### config.mk
export PLATFORM = sky130hd
export DESIGN_NAME = frame_rx_check
export DESIGN_NICKNAME = d
export VERILOG_FILES = /design/src/rtl/frame_pkg.sv /design/src/rtl/crc16_d8.sv /design/src/rtl/frame_rx_check.sv
export SDC_FILE = /design/constraint.sdc
export NUM_CORES = 1
export LEC_CHECK = 0
export ABC_AREA = 1
export BUFFER_PORTS_ARGS = -buffer_cell sky130_fd_sc_hd__buf_2
export CELL_PAD_IN_SITES_DETAIL_PLACEMENT = 0
export CELL_PAD_IN_SITES_GLOBAL_PLACEMENT = 2
export CORE_ASPECT_RATIO = 0.9
export CORE_MARGIN = 2
export CORE_UTILIZATION = 26
export DETAILED_ROUTE_END_ITERATION = 10
export PLACE_DENSITY_LB_ADDON = 0.1
export RECOVER_POWER = 25
export SLEW_MARGIN = 20
export SYNTH_ARGS = -nofsm -noshare
export SYNTH_HDL_FRONTEND = slang
export SYNTH_SLANG_ARGS = --single-unit
### constraint.sdc
create_clock -name clk_in -period 2.6 [get_ports clk_in]
set_clock_uncertainty 0.05 [all_clocks]
set_input_delay 0.52 -clock clk_in [delete_from_list [all_inputs] [get_ports clk_in]]
set_output_delay 0.52 -clock clk_in [all_outputs]
set_load 0.005 [all_outputs]
### src/rtl/frame_pkg.sv
// ---------------------------------------------------------------------------
// frame_pkg
// Shared definitions for the framed byte-stream receiver:
//   - receiver state encoding (state_t)
//   - frame outcome codes reported on frame_err (frame_err_t)
//   - default two-byte sync header
// No ports; imported by frame_rx_check and crc16_d8.
// ---------------------------------------------------------------------------
package frame_pkg;

  localparam int          DATA_W            = 8;
  localparam logic [15:0] SYNC_WORD_DEFAULT = 16'hEB90;

  typedef enum logic [2:0] {
    HUNT0   = 3'd0,
    HUNT1   = 3'd1,
    LEN     = 3'd2,
    PAYLOAD = 3'd3,
    CRC_H   = 3'd4,
    CRC_L   = 3'd5
  } state_t;

  typedef enum logic [1:0] {
    ERR_OK       = 2'b00,
    ERR_CRC      = 2'b01,
    ERR_TIMEOUT  = 2'b10,
    ERR_ZERO_LEN = 2'b11
  } frame_err_t;

endpackage

### src/rtl/crc16_d8.sv
// ---------------------------------------------------------------------------
// crc16_d8
// Combinational CRC16 step over one byte, MSB first, no reflection.
// POLYNOMIAL is intended to be 16'h8005 or 16'h1021.
// Ports:
//   crc_in   [15:0] : current CRC register value
//   data     [7:0]  : byte folded in this step
//   crc_next [15:0] : CRC after the byte
// ---------------------------------------------------------------------------
module crc16_d8
  import frame_pkg::*;
#(
  parameter logic [15:0] POLYNOMIAL = 16'h8005
) (
  input  logic [15:0]       crc_in,
  input  logic [DATA_W-1:0] data,
  output logic [15:0]       crc_next
);

  logic [15:0] c;

  always_comb begin
    c = crc_in;
    for (int i = DATA_W - 1; i >= 0; i--) begin
      if (c[15] ^ data[i]) begin
        c = {c[14:0], 1'b0} ^ POLYNOMIAL;
      end else begin
        c = {c[14:0], 1'b0};
      end
    end
    crc_next = c;
  end

endmodule

### src/rtl/frame_rx_check.sv
// ---------------------------------------------------------------------------
// frame_rx_check
// Receives a byte stream, locks onto the SYNC_WORD header, reads a length
// byte, forwards LEN payload bytes and checks the trailing CRC16 (sent as
// the complement of the CRC over LEN + payload, high byte first).
// Optional feature macro: FRAME_RX_CHECK_STATS_EN adds ok_cnt / err_cnt.
// Ports:
//   clk_in, rst_n (async, active-low)
//   data_in[7:0], valid_in      : incoming bytes, one per valid cycle
//   pl_data[7:0], pl_valid      : forwarded payload, 1-cycle latency
//   pl_sof, pl_eof              : first / last payload byte markers
//   frame_done, frame_err[1:0]  : outcome pulse; 00 ok, 01 crc, 10 timeout,
//                                 11 zero length
//   ok_cnt, err_cnt [15:0]      : saturating outcome counters (stats build)
// ---------------------------------------------------------------------------
module frame_rx_check
  import frame_pkg::*;
#(
  parameter logic [15:0] SYNC_WORD      = SYNC_WORD_DEFAULT,
  parameter logic [15:0] POLYNOMIAL     = 16'h8005,
  parameter logic [15:0] INIT_VALUE     = 16'hFFFF,
  parameter int          TIMEOUT_CYCLES = 1024
) (
  input  logic              clk_in,
  input  logic              rst_n,
  input  logic [DATA_W-1:0] data_in,
  input  logic              valid_in,
  output logic [DATA_W-1:0] pl_data,
  output logic              pl_valid,
  output logic              pl_sof,
  output logic              pl_eof,
  output logic              frame_done,
  output logic [1:0]        frame_err
`ifdef FRAME_RX_CHECK_STATS_EN
  ,
  output logic [15:0]       ok_cnt,
  output logic [15:0]       err_cnt
`endif
);

  localparam int              IDLE_W    = $clog2(TIMEOUT_CYCLES + 1);
  localparam logic [IDLE_W-1:0] IDLE_LAST = IDLE_W'(TIMEOUT_CYCLES - 1);

  state_t            state;
  logic [7:0]        len_cnt;
  logic [15:0]       crc_reg;
  logic [7:0]        crc_hi;
  logic              sof_pend;
  logic [IDLE_W-1:0] idle_cnt;

  logic [15:0]       crc_seed;
  logic [15:0]       crc_next;
  logic              timeout_hit;

  // The LEN byte restarts the CRC from the seed rather than crc_reg.
  assign crc_seed = (state == LEN) ? INIT_VALUE : crc_reg;

  crc16_d8 #(
    .POLYNOMIAL (POLYNOMIAL)
  ) u_crc (
    .crc_in   (crc_seed),
    .data     (data_in),
    .crc_next (crc_next)
  );

  // Fires on the idle cycle that makes the count reach TIMEOUT_CYCLES; a byte
  // in that same cycle wins because valid_in gates it.
  assign timeout_hit = (state != HUNT0) && !valid_in && (idle_cnt == IDLE_LAST);

  always_ff @(posedge clk_in or negedge rst_n) begin
    if (!rst_n) begin
      state      <= HUNT0;
      len_cnt    <= '0;
      crc_reg    <= INIT_VALUE;
      crc_hi     <= '0;
      sof_pend   <= 1'b0;
      idle_cnt   <= '0;
      pl_data    <= '0;
      pl_valid   <= 1'b0;
      pl_sof     <= 1'b0;
      pl_eof     <= 1'b0;
      frame_done <= 1'b0;
      frame_err  <= ERR_OK;
    end else begin
      pl_valid   <= 1'b0;
      pl_sof     <= 1'b0;
      pl_eof     <= 1'b0;
      frame_done <= 1'b0;

      if (valid_in || state == HUNT0) begin
        idle_cnt <= '0;
      end else begin
        idle_cnt <= idle_cnt + 1'b1;
      end

      if (timeout_hit) begin
        state      <= HUNT0;
        idle_cnt   <= '0;
        frame_done <= 1'b1;
        frame_err  <= ERR_TIMEOUT;
      end else if (valid_in) begin
        case (state)
          HUNT0: begin
            if (data_in == SYNC_WORD[15:8]) state <= HUNT1;
          end
          HUNT1: begin
            // A repeated first sync byte may itself start the header.
            if (data_in == SYNC_WORD[7:0])       state <= LEN;
            else if (data_in == SYNC_WORD[15:8]) state <= HUNT1;
            else                                 state <= HUNT0;
          end
          LEN: begin
            crc_reg  <= crc_next;
            len_cnt  <= data_in;
            sof_pend <= 1'b1;
            if (data_in == 8'd0) begin
              state      <= HUNT0;
              frame_done <= 1'b1;
              frame_err  <= ERR_ZERO_LEN;
            end else begin
              state <= PAYLOAD;
            end
          end
          PAYLOAD: begin
            crc_reg  <= crc_next;
            pl_data  <= data_in;
            pl_valid <= 1'b1;
            pl_sof   <= sof_pend;
            sof_pend <= 1'b0;
            len_cnt  <= len_cnt - 8'd1;
            if (len_cnt == 8'd1) begin
              pl_eof <= 1'b1;
              state  <= CRC_H;
            end
          end
          CRC_H: begin
            crc_hi <= data_in;
            state  <= CRC_L;
          end
          CRC_L: begin
            frame_done <= 1'b1;
            frame_err  <= ({crc_hi, data_in} == ~crc_reg) ? ERR_OK : ERR_CRC;
            state      <= HUNT0;
          end
          default: state <= HUNT0;
        endcase
      end
    end
  end

`ifdef FRAME_RX_CHECK_STATS_EN
  function automatic logic [15:0] sat_inc(input logic [15:0] v);
    return (v == 16'hFFFF) ? v : v + 16'd1;
  endfunction

  // Counters follow the registered outcome, one cycle behind frame_done.
  always_ff @(posedge clk_in or negedge rst_n) begin
    if (!rst_n) begin
      ok_cnt  <= '0;
      err_cnt <= '0;
    end else if (frame_done) begin
      if (frame_err == ERR_OK) ok_cnt  <= sat_inc(ok_cnt);
      else                     err_cnt <= sat_inc(err_cnt);
    end
  end
`endif

endmodule
After elaboration in Yosys (flattened, before gate mapping) --
Cells that the tools add are included.
Storage, ports and cells: flip-flop bits (word level) 61, output and inout port bits 14, logic and storage cells 102, bits of input ports 11
Cells by class: equality and inequality tests 13, add/subtract/negate cells 2, bitwise logic cells 18, reductions and logical operators 17, muxes and demuxes 40
Operator list (count):
- 2-to-1 mux 16 bit | 9
- inverter 3 bit | 8
- 2-to-1 mux 11 bit | 2
- AND reduction 3 bit | 6
- == test 16 bit | 1
- == test 8 bit (second input constant) | 2
- inverter 16 bit | 1
- one-hot mux 8 bit (2 select lines) | 1
- 2-to-1 mux 1 bit | 15
- one-hot mux 3 bit (5 select lines) | 1
- 2-to-1 mux 3 bit | 4
- adder 11 x 1 -> 11 bit (second input constant) | 1
- == test 11 x 10 -> 1 bit (second input constant) | 1
- 2-to-1 mux 2 bit | 5
- == test 8 x 1 -> 1 bit (second input constant) | 1
- zero test 8 bit | 1
- subtractor 8 x 1 -> 8 bit (second input constant) | 1
- XOR 1 bit | 8
- == test 3 x 2 -> 1 bit (second input constant) | 2
- == test 3 bit (second input constant) | 2
- != test 3 x 2 -> 1 bit (second input constant) | 2
- nonzero test 3 bit | 2
- one-hot mux 1 bit (2 select lines) | 2
- one-hot mux 2 bit (2 select lines) | 1
- other kinds (9) | 11

Longest topological paths before layout --
depth in word-level cells 18, mapped depth 18, depth with buffers taken out 17

By module --
A second synthesis with hierarchy kept.
Second synthesis, totals: cell total of the unflattened synthesis 483, area, all modules 3704.8 µm²
Modules (own cells, without submodules):
- frame_rx_check | instances 1, sequential area each 1546.5 µm², cells each 409, area an instance 3134.3 µm²
- crc16_d8 | instances 1, sequential area each 0.0 µm², cells each 74, area an instance 570.5 µm²

Least setup slack after synthesis --
Ideal clock, no wire load.
path type input to register, start point input data_in[7], end point register crc_reg[0], cell stages on the path 13, data arrival time 1.692 ns, library setup time 0.078 ns, data required time 2.472 ns, path slack 0.781 ns, cells stage by stage clkbuf_1 -> inv_1 -> nand3_1 -> nand2_1 -> nand2_1 -> nand2_2 -> nand2_1 -> inv_1 -> nor2_1 -> nand2_1 -> nand3_1 -> nand3_2 -> and2_1
On the way: longest elaborated chain between the ends 16
Ends and longest elaborated chain:
- from (decl) | RTL line frame_rx_check.sv:26 | input logic [DATA_W-1:0] data_in,
- XOR 1 bit | RTL line crc16_d8.sv:25 | if (c[15] ^ data[i]) begin
- 2-to-1 mux 16 bit | RTL line crc16_d8.sv:25
- XOR 1 bit | RTL line crc16_d8.sv:25
- 2-to-1 mux 16 bit | RTL line crc16_d8.sv:25
- XOR 1 bit | RTL line crc16_d8.sv:25
- 2-to-1 mux 16 bit | RTL line crc16_d8.sv:25
- XOR 1 bit | RTL line crc16_d8.sv:25
- 2-to-1 mux 16 bit | RTL line crc16_d8.sv:25
- XOR 1 bit | RTL line crc16_d8.sv:25
- 2-to-1 mux 16 bit | RTL line crc16_d8.sv:25
- XOR 1 bit | RTL line crc16_d8.sv:25
- 2-to-1 mux 16 bit | RTL line crc16_d8.sv:25
- XOR 1 bit | RTL line crc16_d8.sv:25
- 2-to-1 mux 16 bit | RTL line crc16_d8.sv:25
- XOR 1 bit | RTL line crc16_d8.sv:25
- 2-to-1 mux 16 bit | RTL line crc16_d8.sv:25
- to (signal assigned) | RTL line frame_rx_check.sv:113 | crc_reg <= crc_next;
- to (signal assigned) | RTL line frame_rx_check.sv:125 | crc_reg <= crc_next;
- to (decl) | RTL line frame_rx_check.sv:46 | logic [15:0] crc_reg;
Every way passes these cells. A chain may end at the register's enable or synchronous reset.

Worst setup path after layout --
start point register state[0], end point register crc_reg[0]
On the way: longest elaborated chain between the ends 18
Ends and longest elaborated chain:
- from (decl) | RTL line frame_rx_check.sv:44 | state_t state;
- from (signal assigned) | RTL line frame_rx_check.sv:72 | state <= HUNT0;
- from (signal assigned) | RTL line frame_rx_check.sv:97 | state <= HUNT0;
- from (signal assigned) | RTL line frame_rx_check.sv:104 | if (data_in == SYNC_WORD[15:8]) state <= HUNT1;
- == test 3 x 2 -> 1 bit | RTL line frame_rx_check.sv:56, frame_rx_check.sv:102
- 2-to-1 mux 16 bit | RTL line frame_rx_check.sv:56 | assign crc_seed = (state == LEN) ? INIT_VALUE : crc_reg;
- XOR 1 bit / inverter 3 bit (equally long branches)
- 2-to-1 mux 16 bit | RTL line crc16_d8.sv:25
- XOR 1 bit | RTL line crc16_d8.sv:25
- 2-to-1 mux 16 bit | RTL line crc16_d8.sv:25
- XOR 1 bit | RTL line crc16_d8.sv:25
- 2-to-1 mux 16 bit | RTL line crc16_d8.sv:25
- [... 2 more ...]
- XOR 1 bit | RTL line crc16_d8.sv:25
- 2-to-1 mux 16 bit | RTL line crc16_d8.sv:25
- XOR 1 bit | RTL line crc16_d8.sv:25
- 2-to-1 mux 16 bit | RTL line crc16_d8.sv:25
- XOR 1 bit | RTL line crc16_d8.sv:25
- 2-to-1 mux 16 bit | RTL line crc16_d8.sv:25
- XOR 1 bit | RTL line crc16_d8.sv:25
- 2-to-1 mux 16 bit | RTL line crc16_d8.sv:25
Parallel ways exist; a longest one is shown, timed or not.

==> impl_metrics.env <==
export IMPL_crit_slowest_cell="dfrtp_1"
export IMPL_synth_top_cell_area_share_pct=34.1
export IMPL_die_h_microns=111
export IMPL_maxCapViolations=1
export IMPL_async_flop_share_pct=100
export IMPL_clk_latency_ns=0.33
export IMPL_max_clock_freq_mhz=443
export IMPL_cts_setup_buffers=0
export IMPL_avgRoutedWirePerCell_microns=14.6
export IMPL_ys_seq_elements=61
export IMPL_dp_hpwl_mm=6.73
export IMPL_grt_use_total_pct=14.5
export IMPL_post_cts_resized=0
export IMPL_start_kind="flop"
export IMPL_synth_commonest_cells="nand2_1 (106), inv_1 (56), dfrtp_1 (45)"
export IMPL_cp_num_buf_inv=1
export IMPL_p_leak_nw=1.95
export IMPL_cts_made_buffers=9
export IMPL_tns_ns=0
export IMPL_routed_wirelength_mm=9.06
export IMPL_max_stage_delay_ns=0.45
export IMPL_start_util_pct=26.3
export IMPL_fp_dieArea_sq_um=13600
export IMPL_root_buffer="clkbuf_16"
export IMPL_yosysUniqueCellTypes=32
export IMPL_layout_nets=464
export IMPL_drt_iter0_markers=174
export IMPL_grt_pass1_vias=2635
export IMPL_final_fill_count=1344
export IMPL_powerDensity_nw_per_um2=1140
export IMPL_path_cells="inv_2, nand3_2, nand2_1, xor2_2, nand3b_1, nand2_1, nand2_1, nand2_1, nand2_2, nand3_2, and2_1"
export IMPL_ys_warn_count=0
export IMPL_area_delta_synth_final_pct=19.6
export IMPL_synth_most_common_cell="nand2_1"
export IMPL_remaining_drc_errors=0
export IMPL_rsz0062_at_grt="no"
export IMPL_ant_nets=0
export IMPL_slew_headroom_pct=-4.51
export IMPL_met2_length_mm=3.61
export IMPL_min_path_type="reg -> reg"
export IMPL_die_w_microns=123
export IMPL_cts_tree="yes"
export IMPL_synth_area_leaders="dfrtp_1 (34%), dfstp_2 (13%), nand2_1 (12%), o21ai_0 (6.7%), inv_1 (6.4%)"
export IMPL_antenna_found_initial=0
export IMPL_overflow=0
export IMPL_syn_num_nets=436
export IMPL_htreeDepth=3
export IMPL_syn_instance_count=422
export IMPL_antenna_cells=0
export IMPL_worstSetupPathType="reg -> reg"
export IMPL_hold_viol=0
export IMPL_violations="max-capacitance violations, max-slew violations"
export IMPL_worst_path_most_repeated_cell="nand2_1"
export IMPL_synthFlopType="dfrtp_1"
export IMPL_cts_num_sinks=61
export IMPL_worstPathMaxFanout=20
export IMPL_grt_max_degree=39
export IMPL_cp_end_kind="flop"
export IMPL_cts_max_path_buffers=2
export IMPL_path_delay_family="simple AND/OR/NAND/NOR gates"
export IMPL_min_period_ns=2.26
export IMPL_core_area_sq_um=12500
export IMPL_dr_total_vias=2696
export IMPL_utilization_pct=31.5
export IMPL_globalplace_congestion=0.743
export IMPL_cts_clk_slew_worst_paths_ns=0.05
export IMPL_grt_pass1_wl_mm=14.7
export IMPL_top_layer="met4"
export IMPL_first_pass_iters=5
export IMPL_status="finished with violations"
export IMPL_ir_drop_mv=0.387
export IMPL_drv_slew=24
export IMPL_wl_met1_mm=5.03
export IMPL_port_buffers=24
export IMPL_largest_register_ffs=16
export IMPL_tightestPinTransition_ns=1.57
export IMPL_fin_crit_sh_pct=86.9
export IMPL_critPathRequiredTime_ns=2.81
export IMPL_syn_area_per_cell_sq_um=7.82
export IMPL_routed_wl_met3_microns=297
export IMPL_synth_largest_area_cell="dfrtp_1"
export IMPL_holdBufCountCts=0
export IMPL_setup_viol=0
export IMPL_synth_edf_count=0
export IMPL_synth_area_sq_um=3300
export IMPL_viasPerCell=4.36
export IMPL_seq_area_frac_synth_pct=46.9
export IMPL_drive_gt1_share_pct=16.0
export IMPL_rows=39
export IMPL_ios=25
export IMPL_arrival_ns=2.47
==> cells in the final DEF (no fill, tap or decap), types with 2 or more instances in the layout <==
cell and instances:
clkbuf_1 3, bufinv_16 3, inv_2 5, nor3_1 4
xnor2_1 4, nor2_2 2, nor3b_1 2, buf_2 23
buf_4 3, o211ai_1 2, nand3_1 22, a21oi_1 16
a22oi_1 4, o21ai_0 44, o31ai_1 2, nand4_1 7
nand2_1 106, dfrtp_1 45, xor2_1 20, clkbuf_16 9
nand2_2 4, nor2_1 31, inv_1 56, nand3_2 2
nand3b_1 2, ha_1 3, nor4_1 5, clkinv_2 2
dfstp_2 16, or2_2 2
==> where the power goes <==
group	switching, mW	internal, mW
clock	0.436	0.933
sequential	0.275	1.37
combinational	0.922	0.572
==> path summary, 6_finish.rpt <==
check                      slack [ns]                   start  cells past startpoint                endpoint
min in group asynchronous        0.52                   rst_n                      1   idle_cnt[5]$_DFF_PN0_
max in group asynchronous        1.01                   rst_n                      2  crc_reg[2]$_DFFE_PN1P_
min reg2reg                      0.42  pl_data[0]$_DFFE_PN0P_                      2  pl_data[0]$_DFFE_PN0P_
max reg2reg                      0.34    state[0]$_DFFE_PN0P_                     11  crc_reg[0]$_DFFE_PN1P_
min                              0.42  pl_data[0]$_DFFE_PN0P_                      2  pl_data[0]$_DFFE_PN0P_
max                              0.34    state[0]$_DFFE_PN0P_                     11  crc_reg[0]$_DFFE_PN1P_
==> metal layers <==
| metal | vias to the layer above | track usage, % |
|---|---|---|
| met3 | 11 | 3.76 |
| met4 | 0 | 4.60 |
| met1 | 1235 | 22.2 |
| met5 | - | 0 |
| li1 | 1409 | - |
| met2 | 41 | 19.5 |
==> metrics by stage <==
| stage | std cells | setup WS (ns) | power, mW | cell area [sq um] | hold WS, ns |
|---|---|---|---|---|---|
| finish | 619 | 0.341 | 4.51 | 3950 | 0.424 |
| detailed placement | 603 | 0.364 | 3.17 | 3620 | 0.419 |
| global placement | 603 | 0.372 | 3.18 | 3620 | 0.412 |
| floorplan | 422 | 0.781 | 2.70 | 3300 | 0.174 |
| CTS | 619 | 0.337 | 4.58 | 3950 | 0.187 |
| global route | 619 | 0.120 | 4.90 | 3950 | 0.452 |
==> cell families (layout without fill, tap and decap cells) <==
kind of cell | after synthesis | after routing | share of synthesized area (%)
flip-flops | 61 | 61 | 46.9
adder cells (fa/ha/maj) | 3 | 3 | 1.14
AO/OA/AOI/OAI | 70 | 70 | 11.4
buffers and inverters | 72 | 105 | 8.53
AND/OR/NAND/NOR | 191 | 191 | 25.2
XOR/XNOR | 25 | 25 | 6.86
==> cell type report <==
| cell class | count | area (sq um) | share of cell area (%) |
|---|---|---|---|
| flip-flops and latches | 61 | 1550 | 39.2 |
| multi-input cells | 289 | 1470 | 37.3 |
| clock buffers | 11 | 233 | 5.90 |
| inverters | 61 | 229 | 5.80 |
| well taps | 164 | 205 | 5.20 |
| repair buffers | 28 | 161 | 4.09 |
| clock inverters | 5 | 100 | 2.54 |
==> worst reg2reg max path, stage by stage (launching register included) <==
cell	delay, ns
dfrtp_1	0.45
inv_2	0.12
nand3_2	0.33
nand2_1	0.24
xor2_2	0.26
nand3b_1	0.15
nand2_1	0.10
nand2_1	0.11
nand2_1	0.09
nand2_2	0.08
nand3_2	0.06
and2_1	0.14
(Power assumes the default switching activity.)
